## src/rtl/vga_frame_reader.sv

```systemverilog
// vga_frame_reader: streams a frame buffer from an Avalon read master into a
// first-word-fall-through pixel FIFO. Reads are issued word by word from the
// sampled base address and wrap to a freshly sampled base after FRAME_WORDS
// words. Each read returns data a fixed number of cycles later.
//
// Optional feature: define VGA_FRAME_READER_UNDERFLOW_EN to build the sticky
// underflow detector. When the macro is undefined, underflow is tied to 0.
//
// Handshakes:
//   Avalon side: a read is accepted in any cycle where master_read=1 and
//   master_waitrequest=0. master_read and master_address stay put while
//   master_waitrequest=1.
//   Pixel side: a word transfers (is popped) in any cycle where
//   pixel_valid=1 and pixel_ready=1. pixel_data and pixel_sof describe the
//   head word whenever pixel_valid=1.
//
// The state register is exposed on state_dbg (0=IDLE, 1=FETCH, 2=DRAIN).
module vga_frame_reader #(
  parameter int FRAME_WORDS = 307200,
  parameter int FIFO_DEPTH  = 64,
  parameter int MAX_LATENCY = 32
) (
  input  logic        clk,
  input  logic        reset_n,
  input  logic        vga_start,
  input  logic [31:0] frame_buffer_base_address,
  input  logic [7:0]  memory_latency,
  output logic [31:0] master_address,
  output logic        master_read,
  input  logic        master_waitrequest,
  input  logic [31:0] master_readdata,
  output logic [31:0] pixel_data,
  output logic        pixel_sof,
  output logic        pixel_valid,
  input  logic        pixel_ready,
  output logic        underflow,
  output logic [1:0]  state_dbg
);

  localparam int PW = $clog2(FIFO_DEPTH);
  localparam int CW = PW + 1;
  localparam int LW = $clog2(MAX_LATENCY + 1);
  localparam int WW = (FRAME_WORDS > 1) ? $clog2(FRAME_WORDS) : 1;

  typedef enum logic [1:0] {
    IDLE  = 2'd0,
    FETCH = 2'd1,
    DRAIN = 2'd2
  } state_t;

  state_t state, state_nxt;

  logic [31:0]          addr_q;
  logic [WW-1:0]        word_cnt;
  logic [LW-1:0]        lat_q;
  logic [LW-1:0]        lat_clamped;
  logic [CW-1:0]        outstanding;
  logic [CW-1:0]        fifo_count;
  logic [PW-1:0]        wr_ptr;
  logic [PW-1:0]        rd_ptr;
  logic [31:0]          fifo_data [FIFO_DEPTH];
  logic                 fifo_sof  [FIFO_DEPTH];
  logic [MAX_LATENCY-1:0] dl_valid;
  logic [MAX_LATENCY-1:0] dl_sof;
  logic [MAX_LATENCY-1:0] ins_mask;
  logic [CW:0]          occupancy;

  logic enter_fetch;
  logic enter_idle;
  logic accept;
  logic last_word;
  logic capture;
  logic push;
  logic pop;

  assign enter_fetch = (state == IDLE)  && (state_nxt == FETCH);
  assign enter_idle  = (state == DRAIN) && (state_nxt == IDLE);

  // Never request more than the FIFO can hold once everything in flight lands.
  assign occupancy   = {1'b0, fifo_count} + {1'b0, outstanding};
  assign master_read = (state == FETCH) && (occupancy < (CW+1)'(FIFO_DEPTH));
  assign master_address = addr_q;
  assign accept      = master_read && !master_waitrequest;
  assign last_word   = (word_cnt == WW'(FRAME_WORDS - 1));

  // Word that leaves the delay line this cycle lines up with master_readdata.
  assign capture = dl_valid[0];
  assign push    = capture && (state == FETCH);
  assign pop     = pixel_valid && pixel_ready;

  assign pixel_valid = (fifo_count != '0);
  assign pixel_data  = pixel_valid ? fifo_data[rd_ptr] : 32'd0;
  assign pixel_sof   = pixel_valid ? fifo_sof[rd_ptr]  : 1'b0;
  assign state_dbg   = state;

  // Latency 0 behaves as 1; anything past the delay line length saturates.
  always_comb begin
    lat_clamped = LW'(1);
    if (memory_latency == 8'd0) begin
      lat_clamped = LW'(1);
    end else if (32'(memory_latency) > 32'(MAX_LATENCY)) begin
      lat_clamped = LW'(MAX_LATENCY);
    end else begin
      lat_clamped = LW'(memory_latency);
    end
  end

  // Next-state logic for the fetch session.
  always_comb begin
    state_nxt = state;
    case (state)
      IDLE:    if (vga_start)         state_nxt = FETCH;
      FETCH:   if (!vga_start)        state_nxt = DRAIN;
      DRAIN:   if (outstanding == '0) state_nxt = IDLE;
      default:                        state_nxt = IDLE;
    endcase
  end

  // State register.
  always_ff @(posedge clk or negedge reset_n) begin
    if (!reset_n) state <= IDLE;
    else          state <= state_nxt;
  end

  // Address, word counter and latency: resampled on session start and frame wrap.
  always_ff @(posedge clk or negedge reset_n) begin
    if (!reset_n) begin
      addr_q   <= 32'd0;
      word_cnt <= '0;
      lat_q    <= LW'(1);
    end else if (enter_fetch) begin
      addr_q   <= frame_buffer_base_address;
      word_cnt <= '0;
      lat_q    <= lat_clamped;
    end else if (accept) begin
      if (last_word) begin
        addr_q   <= frame_buffer_base_address;
        word_cnt <= '0;
        lat_q    <= lat_clamped;
      end else begin
        addr_q   <= addr_q + 32'd4;
        word_cnt <= word_cnt + WW'(1);
      end
    end
  end

  // An accepted read is dropped into the slot that reaches bit 0 after lat_q cycles.
  always_comb begin
    ins_mask = '0;
    if (accept) ins_mask = MAX_LATENCY'(1) << (lat_q - LW'(1));
  end

  // Delay line shifting toward bit 0; the latency is constant while reads are in flight.
  always_ff @(posedge clk or negedge reset_n) begin
    if (!reset_n) begin
      dl_valid <= '0;
      dl_sof   <= '0;
    end else begin
      dl_valid <= (dl_valid >> 1) | ins_mask;
      dl_sof   <= (dl_sof >> 1) | (ins_mask & {MAX_LATENCY{word_cnt == '0}});
    end
  end

  // Reads in flight: up on acceptance, down on capture, unchanged when both.
  always_ff @(posedge clk or negedge reset_n) begin
    if (!reset_n) begin
      outstanding <= '0;
    end else begin
      case ({accept, capture})
        2'b10:   outstanding <= outstanding + CW'(1);
        2'b01:   outstanding <= outstanding - CW'(1);
        default: outstanding <= outstanding;
      endcase
    end
  end

  // FIFO storage; contents are only meaningful between rd_ptr and wr_ptr.
  always_ff @(posedge clk) begin
    if (push) begin
      fifo_data[wr_ptr] <= master_readdata;
      fifo_sof[wr_ptr]  <= dl_sof[0];
    end
  end

  // FIFO pointers and count; emptied when the session ends.
  always_ff @(posedge clk or negedge reset_n) begin
    if (!reset_n) begin
      wr_ptr     <= '0;
      rd_ptr     <= '0;
      fifo_count <= '0;
    end else if (enter_idle) begin
      wr_ptr     <= '0;
      rd_ptr     <= '0;
      fifo_count <= '0;
    end else begin
      if (push) wr_ptr <= wr_ptr + PW'(1);
      if (pop)  rd_ptr <= rd_ptr + PW'(1);
      case ({push, pop})
        2'b10:   fifo_count <= fifo_count + CW'(1);
        2'b01:   fifo_count <= fifo_count - CW'(1);
        default: fifo_count <= fifo_count;
      endcase
    end
  end

`ifdef VGA_FRAME_READER_UNDERFLOW_EN
  logic popped_q;
  logic underflow_q;

  // Sticky starvation flag, armed by the first pop of the session.
  always_ff @(posedge clk or negedge reset_n) begin
    if (!reset_n) begin
      popped_q    <= 1'b0;
      underflow_q <= 1'b0;
    end else begin
      if (enter_fetch)                  popped_q <= 1'b0;
      else if ((state == FETCH) && pop) popped_q <= 1'b1;

      if (enter_idle) begin
        underflow_q <= 1'b0;
      end else if ((state == FETCH) && pixel_ready && !pixel_valid && popped_q) begin
        underflow_q <= 1'b1;
      end
    end
  end

  assign underflow = underflow_q;
`else
  assign underflow = 1'b0;
`endif

endmodule

```

## config.mk

```make
export PLATFORM = sky130hd
export DESIGN_NAME = vga_frame_reader
export DESIGN_NICKNAME = d
export VERILOG_FILES = /design/src/rtl/vga_frame_reader.sv
export SDC_FILE = /design/constraint.sdc
export NUM_CORES = 2
export LEC_CHECK = 0
export BUFFER_PORTS_ARGS = -buffer_cell sky130_fd_sc_hd__buf_2
export CORE_ASPECT_RATIO = 0.6
export CORE_MARGIN = 1
export CORE_UTILIZATION = 35
export CTS_BUF_LIST = sky130_fd_sc_hd__clkbuf_2 sky130_fd_sc_hd__clkbuf_4 sky130_fd_sc_hd__clkbuf_8
export CTS_CLUSTER_SIZE = 40
export DETAILED_ROUTE_END_ITERATION = 16
export PLACE_DENSITY = 0.51
export SYNTH_ARGS = -nofsm -noshare
export SYNTH_HDL_FRONTEND = slang
export SYNTH_SLANG_ARGS = --single-unit
```

## constraint.sdc

```tcl
create_clock -name clk -period 4.6 [get_ports clk]
set_clock_uncertainty 0.1 [all_clocks]
set_input_delay 0.69 -clock clk [delete_from_list [all_inputs] [get_ports clk]]
set_output_delay 0.69 -clock clk [all_outputs]
set_load 0.01 [all_outputs]
```

# == Word level (Yosys, flattened, before mapping) ==
# Memory sizes are Yosys's and may differ from the RTL's.
# Cells that the tools add are included.
# Widths: inputs -> output; s select.
# op_classes
bitwise_logic,3
eq_ne,8
reduce_logical,20
n_lt_le_gt_ge,2
muxes,27
shifts,1
add_sub_neg,10
# op_table
operator,n
$mux 32,5
$or 31x32->32,2
$mux 19,3
$mux 6,9
$add 32x3->32 const B,1
$and 32x32->32,1
$shl 1x6->32 const A,1
$pmux 7 s2,2
$add 19x1->19 const B,1
$eq 19x19->1 const B,1
$logic_not 19->1,1
$add 7x1->7 const B,2
$sub 7x1->7 const B,2
$add 6x1->6 const B,2
$reduce_bool 2->1,5
$add 7x7->8,1
$eq 2x1->1 const B,4
$gt 8x6->1 const B,1
$logic_not 8->1,1
$lt 8x7->1 const B,1
$logic_not 7->1,1
$mux 7,1
$reduce_bool 7->1,1
$eq 2x2->1 const B,3
9 further kinds,19
# totals
memories,2
ff_bits,149
inputBits,77
ramBits,2112
wordCells,83
# memory_table
memory,depth,word_bits,rd,rd_ports_with_merged_regs,write_ports,line_no,text
fifo_data,64,32,1,0,1,61,logic [31:0] fifo_data [FIFO_DEPTH];
fifo_sof,64,1,1,0,1,62,logic fifo_sof [FIFO_DEPTH];

# == Logic depth before layout (Yosys ltp) ==
# logic_depth
depth_word,7
ltp_mapped,17
mapped_depth_nobuf,15

# == Least setup slack after synthesis ==
# OpenSTA, ideal clock, no wires.
# synth_path
path_kind,register to register
start,register outstanding[5]
end,register outstanding[6]
required_time_ps,4421
stages_incl_launch_ff,17
t_arrival_ps,3750
n_path_buf,2
period_less_slack_ps,3930
slack_ps,670
cell_sequence,dfrtp_1 -> ha_1 -> a21oi_1 -> o21ai_0 -> or3_4 -> a21boi_4 -> inv_2 -> buf_2 -> buf_2 -> ha_1 -> ha_1 -> nor2b_1 -> o21ai_0 -> a21boi_0 -> or4_1 -> nand3_1 -> xor2_1
# synth_via
elab_chain_cells,6
elab_cells_between_ends,10
classes_between,add/sub (3); order compare (1); eq/ne (2); mux (1); reduce/logical (3)
# synth_lines
item,line_no,text
start: declaration,57,logic [CW-1:0] outstanding;
start signal: assignment,170,2'b10: outstanding <= outstanding + CW'(1);
start signal: assignment,171,2'b01: outstanding <= outstanding - CW'(1);
start signal: assignment,172,default: outstanding <= outstanding;
$add 7x7->8,80,"assign occupancy = {1'b0, fifo_count} + {1'b0, outstanding};"
$lt 8x7->1,81,assign master_read = (state == FETCH) && (occupancy < (CW+1)'(FIFO_DEPTH));
$logic_and 1x1->1,81,
$logic_and 1x1->1,83,assign accept = master_read && !master_waitrequest;
$eq 2x1->1 / $eq 2x2->1 (equally long branches),169,"case ({accept, capture})"
$pmux 7 s2 / $reduce_bool 2->1 (equally long branches),n/a,
# Parallel ways exist; a longest one is shown, timed or not.
# A chain may end at the register's enable or synchronous reset.

# == Final worst setup path ==
# layout_path
start,register rd_ptr[1]
end,output pixel_data[7]
# layout_via
elab_chain_cells,2
# layout_lines
item,line_no,text
start: declaration,60,logic [PW-1:0] rd_ptr;
start signal: assignment,197,if (pop) rd_ptr <= rd_ptr + PW'(1);
$mem_v2 64x32,n/a,
$mux 32,92,assign pixel_data = pixel_valid ? fifo_data[rd_ptr] : 32'd0;
end: declaration,32,"output logic [31:0] pixel_data,"
# No other way between the ends.

==> qor.csv <==
metric,value,unit
grt_pass1_wl,373000,um
slew_viol_final,0,
relSlewSlack,12.61,%
clkTransAtPathRegs,70,ps
final_antenna_net_count,0,
critPathSlowestCell,dfrtp_4,
hp-class,input pin to flop,
yosysSeqAreaShare,76.19,%
fp-row-count,142,
grt_use_met1,33.36,%
ys_warn_count,0,
syn_area,88140,um2
grt_overflow,0,
max_freq,221.8,MHz
top_usage_layer,met1,
total_leakage_power,33.47,nW
vias_per_cell,5.623,
critPathLaunchType,flop,
crit_fanout,28,
clock_tree.root_cell,clkbuf_8,
antenna_found_initial,15,
crit_type,flop to output pin,
arrival,3720,ps
wl,271400,um
hpwlAfterDp,155200,um
worstMarginPinSlew,1299,ps
crit_top_cell,buf_16,
area_delta_synth_final,17.07,%
critPathRequiredTime,3810,ps
die_area,253900,um2
clockBufferDepth,4,
synth_cell_types,77,
power_density,563.9,nW/um2
grt_pass1_vias,45450,
critPathMaxStageDelay,500,ps
drc,0,
final_core_util,41.28,%
grt_max_degree,93,
rsz0062_at_grt,yes,
holdWs,96.80,ps
vdd_drop_max,462.5,uV
start_util,35.26,%
setup_viol,0,
synthCells,4097,
gr-usage-met3,5.449,%
insertion_delay,980,ps
grt_usage,21.09,%
drt-initial-drc-count,5766,
synth-seq-cells,2261,
fin_ws,92.26,ps
synthArstFlopShare,6.590,%
cts_made_buffers,342,
nFillCells,21740,
place.gp.congestion,0.8261,
run_status,finished clean,
cap_violations,0,
finalHoldViolCount,0,
dr_total_vias,46410,
cp_top_family,buffers and inverters,
path_cells,buf_16 > buf_4 > buf_16 > mux4_2 > mux2i_1 > a211oi_1 > a22oi_1 > o21ai_1 > buf_2,
syn-mean-instance-area,21.51,um2
syn_nets,4198,
coreArea,250000,um2
period_share,97.99,%
htree_levels,5,
ioPinCount,147,
cts_tree,built,
clkSinkCount,2261,
final_layout_size_suffix_gt1_share,34.38,%
synthFlopType,edfxtp_1,
drt_pass1_iterations,9,
wl_per_cell,32.88,um
grtUsageMet2,29.19,%
io_buffers,145,
fp.dieH,390.7,um
die_w,649.8,um
dp_slack,357.2,ps
synth_edf_count,2112,
crit_buf_inv,4,
nets,4789,
critPathCaptureType,output pin,
finalCriticalPeriod,4508,ps
[cell usage in the layout (no fill, tap or decap), drive strengths merged, types with 11 or more instances in the layout]
master,n
dlygate4sd3,46
mux4,571
clkinv,111
inv,25
o21ai,38
nor3,28
clkbuf,464
a21o,27
a211oi,15
nor2,126
nor4,12
o211ai,22
nor2b,11
nand3,81
a21oi,55
a31oi,18
mux2i,177
xor2,11
edfxtp,2112
nand4,14
buf,415
o22ai,19
and2,15
nand2,79
clkinvlp,11
a31o,38
dfrtp,148
ha,22
a22oi,90
bufbuf,12
[power breakdown]
group	internal (mW)	total, mW	leakage, nW	switching [mW]
registers	22.8	23.3	20.7	0.503
logic	8.40	18.5	9.30	10.1
clock network	8.44	16.3	3.43	7.89
[flip-flops by register name (all words and copies together) (netlist names)]
signal,cells
lat_q,6
word_cnt,19
fifo_data,2048
fifo_count,7
outstanding,7
rd_ptr,6
wr_ptr,6
fifo_sof,64
state_dbg,2
master_address,32
dl_valid,32
dl_sof,32
[per-layer routing]
metal / share of wire [%] / up-vias
met1: 47 / 25320
li1: - / 18490
met5: 0.067 / -
met4: 1.5 / 6
met2: 42 / 2258
met3: 10 / 330
[synth_stat cells, types with 19 or more instances]
cell / n / area, um2
nand3_1: 81 / 405.4
o22ai_1: 19 / 118.9
a21o_1: 27 / 202.7
a21oi_1: 54 / 270.3
edfxtp_1: 2112 / 63420
buf_2: 93 / 465.5
mux2i_1: 177 / 1772
dfrtp_1: 148 / 3704
a31o_2: 38 / 332.8
o21ai_0: 30 / 150.1
clkbuf_1: 92 / 345.3
nand2_1: 79 / 296.5
o211ai_1: 22 / 165.2
nor3_1: 27 / 135.1
buf_1: 27 / 101.4
inv_1: 21 / 78.83
nor2_1: 124 / 465.5
ha_1: 22 / 275.3
a22oi_1: 90 / 675.7
mux4_2: 571 / 12860
[metrics by stage]
step | setup TNS [ps] | power (mW) | area [um2] | cells
finish | 0 | 58.19 | 103200 | 8254
global route | -12.50 | 60.42 | 103200 | 8252
CTS | -173.6 | 58.36 | 102900 | 8237
detailed placement | 0 | 40.64 | 94890 | 7553
global placement | 0 | 40.64 | 94890 | 7553
floorplan | 0 | 34.27 | 88140 | 4097
[kinds of logic (layout without fill, tap and decap cells)]
group           count (synthesis)  in the layout  synth area share, %
buf+inv                       249           1091                1.269
mux                           751            751                16.64
compound gates                363            363                2.947
xor+xnor                       21             21               0.2087
simple gates                  427            427                2.385
other cells                     1              4             0.004255
fa+ha+maj                      24             24               0.3577
flops                        2261           2261                76.19
[layout make-up]
cell class / instances / area (um2) / area share [%]
flip-flops and latches: 2261 / 67170 / 65.10
multi-input cells: 1587 / 20600 / 19.97
well taps: 3312 / 4144 / 4.016
diodes: 3 / 7.507 / 0.007276
clock buffers: 463 / 5715 / 5.539
clock inverters: 132 / 789.5 / 0.7652
inverters: 22 / 82.58 / 0.08003
repair buffers: 474 / 4673 / 4.529
[repair_timing]
action | CTS | global route
hold endpoints to repair | 131 | 0
buffers inserted | 29 | 14
gates resized for setup | 71 | 32
cloned | 14 | 1
pin swaps | 3 | 3
setup endpoints to repair | 33 | 19
hold buffers | 46 | 0
[worst paths after layout]
kind	start	to	slack [ps]	depth (start not counted)
max	rd_ptr[1]	pixel_data[7]	90	9
min	memory_latency[7]	lat_q[0]	100	4
max reg2reg	fifo_count[1]	outstanding[6]	800	14
min reg2reg	dl_valid[3]	dl_valid[2]	320	1
max in group asynchronous	reset_n	word_cnt[3]	3210	3
min in group asynchronous	reset_n	dl_valid[28]	290	2
[worst min-delay path, cell delays in order]
cell     delay, ps
buf_2           80
nor3_1          90
o21ai_0        170
mux2i_1        110
(Power assumes the default switching activity.)
